--- src/rtl/denise_pkg.sv ---
`default_nettype none
// ============================================================================
// Module      : denise_pkg
// Description : Shared constants for the Denise sprite channel: register
//               addresses, resolution and sprite-width encodings, FSM states.
// Revision    : 1.0 - initial release
// ============================================================================
package denise_pkg;

    // Register offsets within one sprite channel
    localparam logic [1:0] ADDR_POS  = 2'b00;
    localparam logic [1:0] ADDR_CTL  = 2'b01;
    localparam logic [1:0] ADDR_DATA = 2'b10;
    localparam logic [1:0] ADDR_DATB = 2'b11;

    // Pixel-rate selection; any value with bit 1 set is super-hires
    localparam logic [1:0] RES_LORES = 2'b00;
    localparam logic [1:0] RES_HIRES = 2'b01;
    localparam logic [1:0] RES_SHRES = 2'b10;

    // Fetch width selection; both middle codes mean 32 pixels
    localparam logic [1:0] SPRW_16     = 2'b00;
    localparam logic [1:0] SPRW_32     = 2'b01;
    localparam logic [1:0] SPRW_32_ALT = 2'b10;
    localparam logic [1:0] SPRW_64     = 2'b11;

    typedef enum logic [1:0] {
        ST_IDLE  = 2'b00,
        ST_ARMED = 2'b01,
        ST_SHIFT = 2'b10
    } spr_state_e;

    // Sprite width in pixels, clamped to the physical shifter width
    function automatic int unsigned sprw_pixels(input logic [1:0] sprw,
                                                input int unsigned dw);
        int unsigned px;
        case (sprw)
            SPRW_16: px = 16;
            SPRW_64: px = 64;
            default: px = 32;
        endcase
        return (px > dw) ? dw : px;
    endfunction

    // Last divider value before a shift tick: 4, 2 or 1 clocks per pixel
    function automatic logic [1:0] res_div_max(input logic [1:0] res);
        logic [1:0] m;
        case (res)
            RES_LORES: m = 2'd3;
            RES_HIRES: m = 2'd1;
            default:   m = 2'd0;
        endcase
        return m;
    endfunction

endpackage
`default_nettype wire

--- src/rtl/denise_sprite_serial.sv ---
`default_nettype none
// ============================================================================
// Module      : denise_sprite_serial
// Description : Dual-plane DW-bit sprite shift register with parallel load,
//               per-tick left shift and remaining-pixel counter.
// Revision    : 1.0 - initial release
// ============================================================================
module denise_sprite_serial
    import denise_pkg::*;
#(
    parameter int DW = 64,
    parameter int CW = 7
) (
    input  logic          clk,
    input  logic          reset_n,
    input  logic          clr,
    input  logic          load,
    input  logic          tick,
    input  logic [DW-1:0] load_a,
    input  logic [DW-1:0] load_b,
    input  logic [CW-1:0] load_cnt,
    output logic          msb_a,
    output logic          msb_b,
    output logic          last
);

    logic [DW-1:0] shift_a_q, shift_a_d;
    logic [DW-1:0] shift_b_q, shift_b_d;
    logic [CW-1:0] cnt_q, cnt_d;

    // Clear beats load, load beats shift; counter never wraps below zero
    always_comb begin
        shift_a_d = shift_a_q;
        shift_b_d = shift_b_q;
        cnt_d     = cnt_q;
        if (clr) begin
            shift_a_d = '0;
            shift_b_d = '0;
            cnt_d     = '0;
        end else if (load) begin
            shift_a_d = load_a;
            shift_b_d = load_b;
            cnt_d     = load_cnt;
        end else if (tick && (cnt_q != '0)) begin
            shift_a_d = {shift_a_q[DW-2:0], 1'b0};
            shift_b_d = {shift_b_q[DW-2:0], 1'b0};
            cnt_d     = cnt_q - CW'(1);
        end
    end

    // Shifter and counter state
    always_ff @(posedge clk or negedge reset_n) begin
        if (!reset_n) begin
            shift_a_q <= '0;
            shift_b_q <= '0;
            cnt_q     <= '0;
        end else begin
            shift_a_q <= shift_a_d;
            shift_b_q <= shift_b_d;
            cnt_q     <= cnt_d;
        end
    end

    assign msb_a = shift_a_q[DW-1];
    assign msb_b = shift_b_q[DW-1];
    // The tick that consumes the final pixel
    assign last  = tick && (cnt_q == CW'(1));

endmodule
`default_nettype wire

--- src/rtl/denise_sprite_shifter_gen.sv ---
`default_nettype none
// ============================================================================
// Module      : denise_sprite_shifter_gen
// Description : One Denise sprite channel: POS/CTL/DATA/DATB registers,
//               28 MHz hstart comparator, arm/shift FSM, pixel-rate divider
//               and output pipeline feeding the priority/colour mux.
// Revision    : 1.0 - initial release
// ============================================================================
module denise_sprite_shifter_gen
    import denise_pkg::*;
#(
    parameter int DW   = 64,
    parameter int HPW  = 11,
    parameter int PIPE = 1
) (
    input  logic           clk,
    input  logic           reset_n,
    input  logic           clk7_en,
    input  logic           aen,
    input  logic [1:0]     address,
    input  logic [15:0]    data_in,
    input  logic [47:0]    chip48,
    input  logic [1:0]     spr_width,
    input  logic [1:0]     res,
    input  logic [HPW-1:0] hpos,
    input  logic           hmsb_ign,
    output logic [1:0]     sprdata,
    output logic           attach,
    output logic           active
);

    localparam int CW = $clog2(DW + 1);

    logic [HPW-1:0] hstart_q, hstart_d;
    logic           attach_q, attach_d;
    logic [DW-1:0]  hold_a_q, hold_a_d;
    logic [DW-1:0]  hold_b_q, hold_b_d;
    spr_state_e     state_q, state_d;
    logic [1:0]     div_q, div_d;

    logic           w_wr, w_pos_wr, w_ctl_wr, w_data_wr, w_datb_wr;
    logic           w_match, w_tick, w_load, w_clr, w_last;
    logic           w_msb_a, w_msb_b;
    logic [63:0]    w_fill64;
    logic [DW-1:0]  w_fill;
    logic [1:0]     w_div_max;
    logic [CW-1:0]  w_load_cnt;
    logic [1:0]     w_pix;
    logic           w_act;

    assign w_wr      = clk7_en && aen;
    assign w_pos_wr  = w_wr && (address == ADDR_POS);
    assign w_ctl_wr  = w_wr && (address == ADDR_CTL);
    assign w_data_wr = w_wr && (address == ADDR_DATA);
    assign w_datb_wr = w_wr && (address == ADDR_DATB);

    // Bus word in the top 16 bits, extra fetch bits below it, zero padding last
    always_comb begin
        w_fill64 = {data_in, 48'h0};
        case (spr_width)
            SPRW_16: w_fill64 = {data_in, 48'h0};
            SPRW_64: w_fill64 = {data_in, chip48};
            default: w_fill64 = {data_in, chip48[47:32], 32'h0};
        endcase
    end

    // Narrower shifters keep the leading pixels, which clamps the width
    assign w_fill = w_fill64[63 -: DW];

    // Register file next values; all writes land on the write edge
    always_comb begin
        hstart_d = hstart_q;
        attach_d = attach_q;
        hold_a_d = hold_a_q;
        hold_b_d = hold_b_q;
        if (w_pos_wr) begin
            hstart_d[HPW-1:3] = data_in[HPW-4:0];
        end
        if (w_ctl_wr) begin
            attach_d       = data_in[7];
            hstart_d[2]    = data_in[0];
            hstart_d[1:0]  = data_in[4:3];
        end
        if (w_data_wr) begin
            hold_a_d = w_fill;
        end
        if (w_datb_wr) begin
            hold_b_d = w_fill;
        end
    end

    // Full 28 MHz compare every clock; MSB optionally ignored
    assign w_match = (hpos[HPW-2:0] == hstart_q[HPW-2:0]) &&
                     (hmsb_ign || (hpos[HPW-1] == hstart_q[HPW-1]));

    assign w_div_max  = res_div_max(res);
    assign w_tick     = (state_q == ST_SHIFT) && (div_q >= w_div_max);
    assign w_load_cnt = CW'(sprw_pixels(spr_width, DW));

    // Next state; CTL write disarms from anywhere, match (re)loads the shifters
    always_comb begin
        state_d = state_q;
        w_load  = 1'b0;
        w_clr   = 1'b0;
        if (w_ctl_wr) begin
            state_d = ST_IDLE;
            w_clr   = 1'b1;
        end else begin
            case (state_q)
                ST_IDLE: begin
                    if (w_data_wr) begin
                        state_d = ST_ARMED;
                    end
                end
                ST_ARMED: begin
                    if (w_match) begin
                        w_load  = 1'b1;
                        state_d = ST_SHIFT;
                    end
                end
                ST_SHIFT: begin
                    if (w_match) begin
                        w_load = 1'b1;
                    end else if (w_last) begin
                        state_d = ST_ARMED;
                    end
                end
                default: state_d = ST_IDLE;
            endcase
        end
    end

    // Divider restarts at every load so the first pixel gets a full period
    always_comb begin
        div_d = 2'd0;
        if ((state_q == ST_SHIFT) && !w_load && !w_clr) begin
            div_d = w_tick ? 2'd0 : div_q + 2'd1;
        end
    end

    // Channel registers, FSM state and divider
    always_ff @(posedge clk or negedge reset_n) begin
        if (!reset_n) begin
            hstart_q <= '0;
            attach_q <= 1'b0;
            hold_a_q <= '0;
            hold_b_q <= '0;
            state_q  <= ST_IDLE;
            div_q    <= 2'd0;
        end else begin
            hstart_q <= hstart_d;
            attach_q <= attach_d;
            hold_a_q <= hold_a_d;
            hold_b_q <= hold_b_d;
            state_q  <= state_d;
            div_q    <= div_d;
        end
    end

    denise_sprite_serial #(
        .DW (DW),
        .CW (CW)
    ) u_serial (
        .clk      (clk),
        .reset_n  (reset_n),
        .clr      (w_clr),
        .load     (w_load),
        .tick     (w_tick),
        .load_a   (hold_a_q),
        .load_b   (hold_b_q),
        .load_cnt (w_load_cnt),
        .msb_a    (w_msb_a),
        .msb_b    (w_msb_b),
        .last     (w_last)
    );

    // The shifter itself is the first output stage; PIPE-1 more follow
    assign w_pix = (state_q == ST_SHIFT) ? {w_msb_b, w_msb_a} : 2'b00;
    assign w_act = (state_q == ST_SHIFT);

    generate
        if (PIPE <= 1) begin : g_pipe_direct
            assign sprdata = w_pix;
            assign active  = w_act;
        end else begin : g_pipe_regs
            localparam int NREG = PIPE - 1;
            logic [NREG-1:0][1:0] pix_q, pix_d;
            logic [NREG-1:0]      act_q, act_d;

            // Delay line shared by pixel and active so they stay aligned
            always_comb begin
                pix_d    = pix_q;
                act_d    = act_q;
                pix_d[0] = w_pix;
                act_d[0] = w_act;
                for (int i = 1; i < NREG; i++) begin
                    pix_d[i] = pix_q[i-1];
                    act_d[i] = act_q[i-1];
                end
            end

            // Output pipeline registers
            always_ff @(posedge clk or negedge reset_n) begin
                if (!reset_n) begin
                    pix_q <= '0;
                    act_q <= '0;
                end else begin
                    pix_q <= pix_d;
                    act_q <= act_d;
                end
            end

            assign sprdata = pix_q[NREG-1];
            assign active  = act_q[NREG-1];
        end
    endgenerate

    assign attach = attach_q;

endmodule
`default_nettype wire

--- config.mk ---
export PLATFORM = sky130hd
export DESIGN_NAME = denise_sprite_shifter_gen
export DESIGN_NICKNAME = d
export VERILOG_FILES = /design/src/rtl/denise_pkg.sv /design/src/rtl/denise_sprite_serial.sv /design/src/rtl/denise_sprite_shifter_gen.sv
export SDC_FILE = /design/constraint.sdc
export NUM_CORES = 1
export LEC_CHECK = 0
export BUFFER_PORTS_ARGS = -buffer_cell sky130_fd_sc_hd__buf_2
export CAP_MARGIN = 15
export CORE_ASPECT_RATIO = 1.25
export CORE_MARGIN = 2
export CORE_UTILIZATION = 45
export CTS_CLUSTER_DIAMETER = 60
export CTS_CLUSTER_SIZE = 14
export DETAILED_ROUTE_END_ITERATION = 6
export PLACE_DENSITY_LB_ADDON = 0.12
export RECOVER_POWER = 50
export SYNTH_ARGS = -nofsm -noshare
export SYNTH_HDL_FRONTEND = slang
export SYNTH_SLANG_ARGS = --single-unit
--- constraint.sdc ---
create_clock -name clk -period 3.6 [get_ports clk]
set_input_delay 0.36 -clock clk [delete_from_list [all_inputs] [get_ports clk]]
set_output_delay 0.36 -clock clk [all_outputs]
set_load 0.02 [all_outputs]
==> results.md, run 1 <==
* N_diodes at 0
* Compound-Gate Fraction of Synth Area at approximately an eighth
* Int Pwr at 5.23 mW
* Max FO, Critical Path at 260
* Adder-cell share of the synthesized area at under 10%
* Routed vias/inst at roughly 5.3
* CTS sink count at 279
* CP Capture Point: u_serial.shift_a_q[5]
* Hold_sp: data_in[11]
* Detailed Route WL at 25.9 mm
* LEAKAGE at approximately 6.2 nW
* Post-DP HPWL at 15.8 mm
* First-pass GRT wire length at ~44 mm
* Reg2reg path depth at 7
* Critical R2R Launch: hstart_q[6]
* RSZ-0062 raised after global routing: false
* Fin crit share at 80.1%
* Area share of and/or/nand/nor cells after synthesis at 11.1%
* Pwr/cell area at 497 mW/mm2
* Syn Std Cell Area at approximately 0.012 mm2
* Combinational share of power at under 10%
* Type of the tightest min-delay check: in2reg
* Vias in the first global route at roughly 8400
* Final min period at 2.88 ns
* Setup TNS at 0 ns
* Vias at between 8000 and 9000
* Die area at 0.0288 mm2
* CTS HTree Levels at 1
* Syn nets at between 1000 and 1500
* Setup Viol. Count Final at 0
* Post-route worst setup slack at approximately 0.7 ns
* Pre-CTS setup slack at 0.793 ns
* Switching share of power at 23.6%
* Total track usage at 18.2%
* Sequential share of power at 52.2%
* Slew Viols, Final at 228
* # rows at 67
* Chip width at between 150 and 200 um
* P&R area growth vs syn at 11.7%
* Failing checks: max-capacitance violations, max-slew violations
* Startpoint class of the critical path: register
* DRC viols at 0
* Mapped Cells at between 1000 and 1500
* Initial antenna violation count at 0
* Core area at 0.0269 mm2
* Remaining Overflow, GRT at 0
* Multiplexer area fraction after synthesis at 13.9%
* Clock power share at 39.7%
* Worst Tran Pin Value at 2.33 ns
* Initial Utilization at 45.8%
* Layout Nets at 1289
* Final hold vios at 0
* Max cap viols at 3
* Yosys cell types at 35
* ANT nets after route at 0
* VDD IR max at 286 uV
* R2R Setup Slk at 0.72 ns
* Longest Clk Path Bufs at 3
* Routability Congestion at 0.782
* CP arrival at 3.22 ns
* Start point of the critical path: hstart_q[6]
* IO Pins at 90
* Yosys reg bits at approximately 280
* Clk_lat worst skew at ~0.52 ns
* Clk_skew at 0.0130 ns
* Relative slew slack at -55.3%
* Req. time, crit path at 3.93 ns
* CTS clk-pin slew, worst paths at 0.06 ns
* Sequential area share after synthesis at 56.6%
* Ys Warns at 0
* Post-CTS Setup Bufs at 0
* Starting DRT DRC Count at 340
* Syn Area/Cell at 10.8 um2
* RR Endpoint: u_serial.shift_a_q[5]
* Status: complete, but fails checks
* CTS tree: built
* CTS root buf: clkbuf_16
* Fraction of layout cells with a size suffix above 1 at 15.1%
* Largest net degree at the start of global routing at 261
* IO buf count at 89
* Worst Setup Path Type: reg2reg
* Xor/xnor share of the synthesized area at under 10%
* Main combinational cell family by area after synthesis: multiplexers
* Crit. End Element: register
* Max Fclk at 0.347 GHz
* Die Height at about 190 um
* Total CTS buffers at 26
* Routed len/inst at 16.8 um
* Net Switching at 1.62 mW
* TritonRoute pass-1 iters at 4
-- state kept, by name, summed over array words and instances (netlist names) --
signal / flops
u_serial.shift_a_q: 64
hold_a_q: 64
attach: 1
state_q: 2
div_q: 2
hstart_q: 11
u_serial.shift_b_q: 64
hold_b_q: 64
u_serial.cnt_q: 7
-- metrics by stage --
stage               util, %  power (mW)  hold slack, ns  cells  instance area, um2
floorplan                 -        3.94          0.0644   1144               12300
global placement       48.4        4.18           0.457   1509               13000
detailed placement     48.4        4.21           0.457   1509               13000
CTS                    51.4        6.97          0.0535   1547               13800
global route           51.2        7.20          0.0652   1547               13800
finish                 51.2        6.85          0.0798   1547               13800
-- routing by layer --
layer	wire (um)	up-vias	track usage, %
met4	374	0	3.88
met2	12600	118	31.1
met5	0	-	0
met1	12100	4022	25.0
met3	848	26	2.47
li1	-	4066	-
-- how the worst min path moves through the flow --
stage / slack, ns / depth (start not counted) / end
4_1_cts: 0.05 / 2 / hold_a_q[59]
3_5_place_dp: 0.46 / 2 / attach
5_1_grt: 0.07 / 2 / hold_a_q[57]
3_3_place_gp: 0.46 / 2 / attach
6_report: 0.08 / 2 / hold_a_q[59]
2_1_floorplan: 0.06 / 0 / attach
-- placed cells by master (no fill, tap or decap), drive strengths merged, types with 2 or more instances in the layout --
master	netlist	layout
clkbuf	52	40
nor2	138	138
nand2b	2	2
dfrtp	279	279
nand4	6	6
nor3	3	3
bufinv	0	3
xnor2	14	14
mux2	40	40
mux2i	126	126
o31ai	4	4
nand3b	4	4
inv	8	10
a21oi	7	7
clkinv	0	2
o21ai	96	96
xor2	2	2
or2	2	2
a211oi	128	128
ha	10	10
and2	5	5
nand3	3	3
buf	37	98
nand2	170	170
-- power by group through the flow --
stage                     Combinational (mW)  Clock [mW]  Sequential, mW
after floorplan                        0.358           0            3.59
after global placement                 0.557           0            3.63
after detailed placement               0.575           0            3.63
after CTS                              0.578        2.81            3.57
after global routing                   0.646        2.95            3.61
final                                  0.556        2.72            3.57
-- synthesized netlist by cell type --
| cell | number | share of area (%) |
|---|---|---|
| nor4b_1 | 1 | 0.071 |
| xnor2_1 | 14 | 0.99 |
| o211ai_1 | 1 | 0.061 |
| nor3_2 | 2 | 0.16 |
| nand2b_1 | 2 | 0.10 |
| a21oi_1 | 7 | 0.28 |
| o31a_1 | 1 | 0.071 |
| or2_2 | 2 | 0.10 |
| inv_1 | 8 | 0.24 |
| buf_4 | 1 | 0.061 |
| nand4b_1 | 1 | 0.071 |
| mux2i_1 | 126 | 10 |
| mux2_2 | 40 | 3.7 |
| and2_1 | 5 | 0.25 |
| buf_2 | 15 | 0.61 |
| dfrtp_1 | 279 | 57 |
| buf_6 | 12 | 1.1 |
| ha_1 | 10 | 1.0 |
| nand2_1 | 169 | 5.1 |
| nor2b_1 | 1 | 0.051 |
| nor2_1 | 138 | 4.2 |
| nand3b_1 | 4 | 0.24 |
| clkbuf_1 | 52 | 1.6 |
| xor2_1 | 2 | 0.14 |
| nand3_1 | 3 | 0.12 |
| and3b_1 | 1 | 0.071 |
| o41ai_1 | 1 | 0.071 |
| buf_1 | 9 | 0.27 |
| o21ai_0 | 96 | 3.9 |
| nand2_2 | 1 | 0.051 |
| nor3_1 | 1 | 0.041 |
| o31ai_1 | 4 | 0.24 |
| a211oi_1 | 128 | 7.8 |
| nand4_1 | 6 | 0.30 |
| nor4_2 | 1 | 0.10 |
-- worst max-delay path: stages, from the launching register on --
cell	delay, ns
dfrtp_1	0.38
xnor2_1	0.18
nand4_1	0.15
nor3_2	0.71
nand2_8	0.07
buf_12	0.25
nor2_1	0.41
a211oi_1	0.10
-- timing repair --
action,in CTS,in global routing
endpoints found under the hold margin,98,0
hold buffers,1,0
resized for setup,0,0
-- layout make-up --
type | count | area (um2)
multi-input combinational | 768 | 4890
timing repair buffer | 110 | 636
clock inverter | 8 | 129
fill | 2466 | 13100
clock buffer | 29 | 683
tap | 345 | 432
sequential | 279 | 6980
inverter | 8 | 30.0
-- kinds of logic after synthesis --
| kind of cell | after synthesis |
|---|---|
| simple gates | 338 |
| flops | 279 |
| compound gates | 238 |
| mux | 166 |
| buf+inv | 97 |
| xor+xnor | 16 |
| fa+ha+maj | 10 |
Note: power is estimated with default switching activity, not from simulation.
==> inputs of run 2 (changes only) <==
==> constraint.sdc (replaced) <==
create_clock -name clk -period 2.33 [get_ports clk]
set_input_delay 0.233 -clock clk [delete_from_list [all_inputs] [get_ports clk]]
set_output_delay 0.233 -clock clk [all_outputs]
set_load 0.02 [all_outputs]
==> results.md, run 2 (synthesis gave the netlist of run 1 again) <==
* Worst hold margin at 0.00715 ns
* Type of the tightest min-delay check: in2reg
* Max FO, Critical Path at 19
* CTS sink count at 279
* # rows at 67
* CTS HTree Levels at 1
* Req. time, crit path at 2.75 ns
* Clk_skew at around 0.012 ns
* Commonest non-fill, non-tap cells in the layout: dfrtp_1, nand2_1, nor2_1
* Initial antenna violation count at 0
* Clock power share at a little under two fifths
* Vias in the first global route at 8861
* Fill cells at 2406
* Vias at 8423
* Starting DRT DRC Count at ~340
* Status: complete, but fails checks
* Failing checks: max-capacitance violations, max-slew violations
* Core area at 0.0269 mm2
* IO buf count at 89
* IO Pins at 90
* Largest net degree at the start of global routing at around 110
* CTS clk-pin slew, worst paths at 0.06 ns
* Chip width at 152 um
* Combinational share of power at a little under a tenth
* Max cap viols at 2
* Initial Utilization at 45.8%
* Net Switching at 2.42 mW
* Sequential share of power at between 50% and 60%
* Slew Viols, Final at 98
* Relative slew slack at -20.8%
* LEAKAGE at 6.45 nW
* Pwr/cell area at 711 mW/mm2
* Final hold vios at 0
* Switching share of power at 23.6%
* Total track usage at a little under a fifth
* Crit. End Element: register
* N_diodes at 0
* First-pass GRT wire length at between 40 and 50 mm
* Routed len/inst at 16.5 um
* Fin crit share at between 90% and 100%
* P&R area growth vs syn at 16.6%
* Int Pwr at 7.81 mW
* Setup TNS at 0 ns
* Total CTS buffers at 24
* Layout Nets at 1344
* Routability Congestion at 0.742
* ANT nets after route at 0
* Remaining Overflow, GRT at 0
* Longest Clk Path Bufs at 3
* CP arrival at 2.59 ns
* TritonRoute pass-1 iters at 5
* CTS root buf: clkbuf_16
* Detailed Route WL at 26.4 mm
* Clk_lat worst skew at ~0.52 ns
* Worst Setup Path Type: reg2reg
* CTS tree: built
* Die area at 0.0288 mm2
* DRC viols at 0
* VDD IR max at ~570 uV
* Most common cell after layout, fill and taps aside: dfrtp_1
* Setup Viol. Count Final at 0
* Routed vias/inst at 5.27
* Post-DP HPWL at 16.6 mm
* Worst Tran Pin Value at ~1.8 ns
* Final min period at 2.17 ns
* Startpoint class of the critical path: register
* RSZ-0062 raised after global routing: false
* Fraction of layout cells with a size suffix above 1 at ~16%
* Max Fclk at 0.461 GHz
* Die Height at between 150 and 200 um
## run 2: area by class of cell
| cell class | count | area [um2] | area share (%) |
|---|---|---|---|
| sequential | 279 | 6980 | 48.6 |
| multi-input combinational | 768 | 4890 | 34.0 |
| timing repair buffer | 167 | 1340 | 9.33 |
| clock buffer | 28 | 657 | 4.57 |
| tap | 345 | 432 | 3.00 |
| clock inverter | 3 | 40.0 | 0.279 |
| inverter | 8 | 30.0 | 0.209 |
## run 2: what timing repair did
action                                 4_1_cts  5_1_grt
buffers inserted                             0        0
setup endpoints to repair                    0       58
hold buffers                                43        0
resized for setup                            0        1
endpoints found under the hold margin      140        0
## run 2: metrics by stage
stage / instances / util [%] / area [um2] / power, mW / setup slack (ns)
after floorplan: 1144 / - / 12300 / 6.09 / 0.165
after global placement: 1524 / 49.5 / 13300 / 6.49 / 0.0937
after detailed placement: 1524 / 49.5 / 13300 / 6.52 / 0.0380
after CTS: 1598 / 53.7 / 14400 / 10.4 / 0.0493
after global routing: 1598 / 53.4 / 14400 / 10.8 / 0.00559
final: 1598 / 53.4 / 14400 / 10.2 / 0.161
## run 2: power by group through the flow
stage                     logic, mW  clock network, mW  registers [mW]
final                         0.936               3.76            5.52
after global routing           1.08               4.13            5.57
after CTS                     0.969               3.90            5.52
after detailed placement      0.909                  0            5.61
after global placement        0.883                  0            5.60
after floorplan               0.553                  0            5.54
## run 2: path summary, 6_finish.rpt
path	startpoint	cells past startpoint	slack, ns	end
min in group asynchronous	reset_n	2	0.74	hold_a_q[34]
max in group asynchronous	reset_n	3	0.34	hold_b_q[52]
min	chip48[45]	3	0.007	hold_a_q[45]
max reg2reg	div_q[0]	9	0.16	u_serial.shift_b_q[13]
min reg2reg	div_q[0]	1	0.48	div_q[0]
max	div_q[0]	9	0.16	u_serial.shift_b_q[13]
## run 2: worst max-delay path, cell delays in order (launching register included)
cell and delay, ns:
dfrtp_1 0.38, inv_1 0.06, ha_1 0.28, nand2b_1 0.16, a21oi_2 0.20, and3b_4 0.25, buf_12 0.16, buf_12 0.18
mux2i_1 0.12, a211oi_1 0.26
## run 2: routing by layer
metal  track usage, %  wire [um]  up-vias
li1                 -          -     4188
met1             25.5      12200     4117
met2             33.3      13100       93
met3             2.36        762       25
met4             3.49        317        0
met5                0          0        -
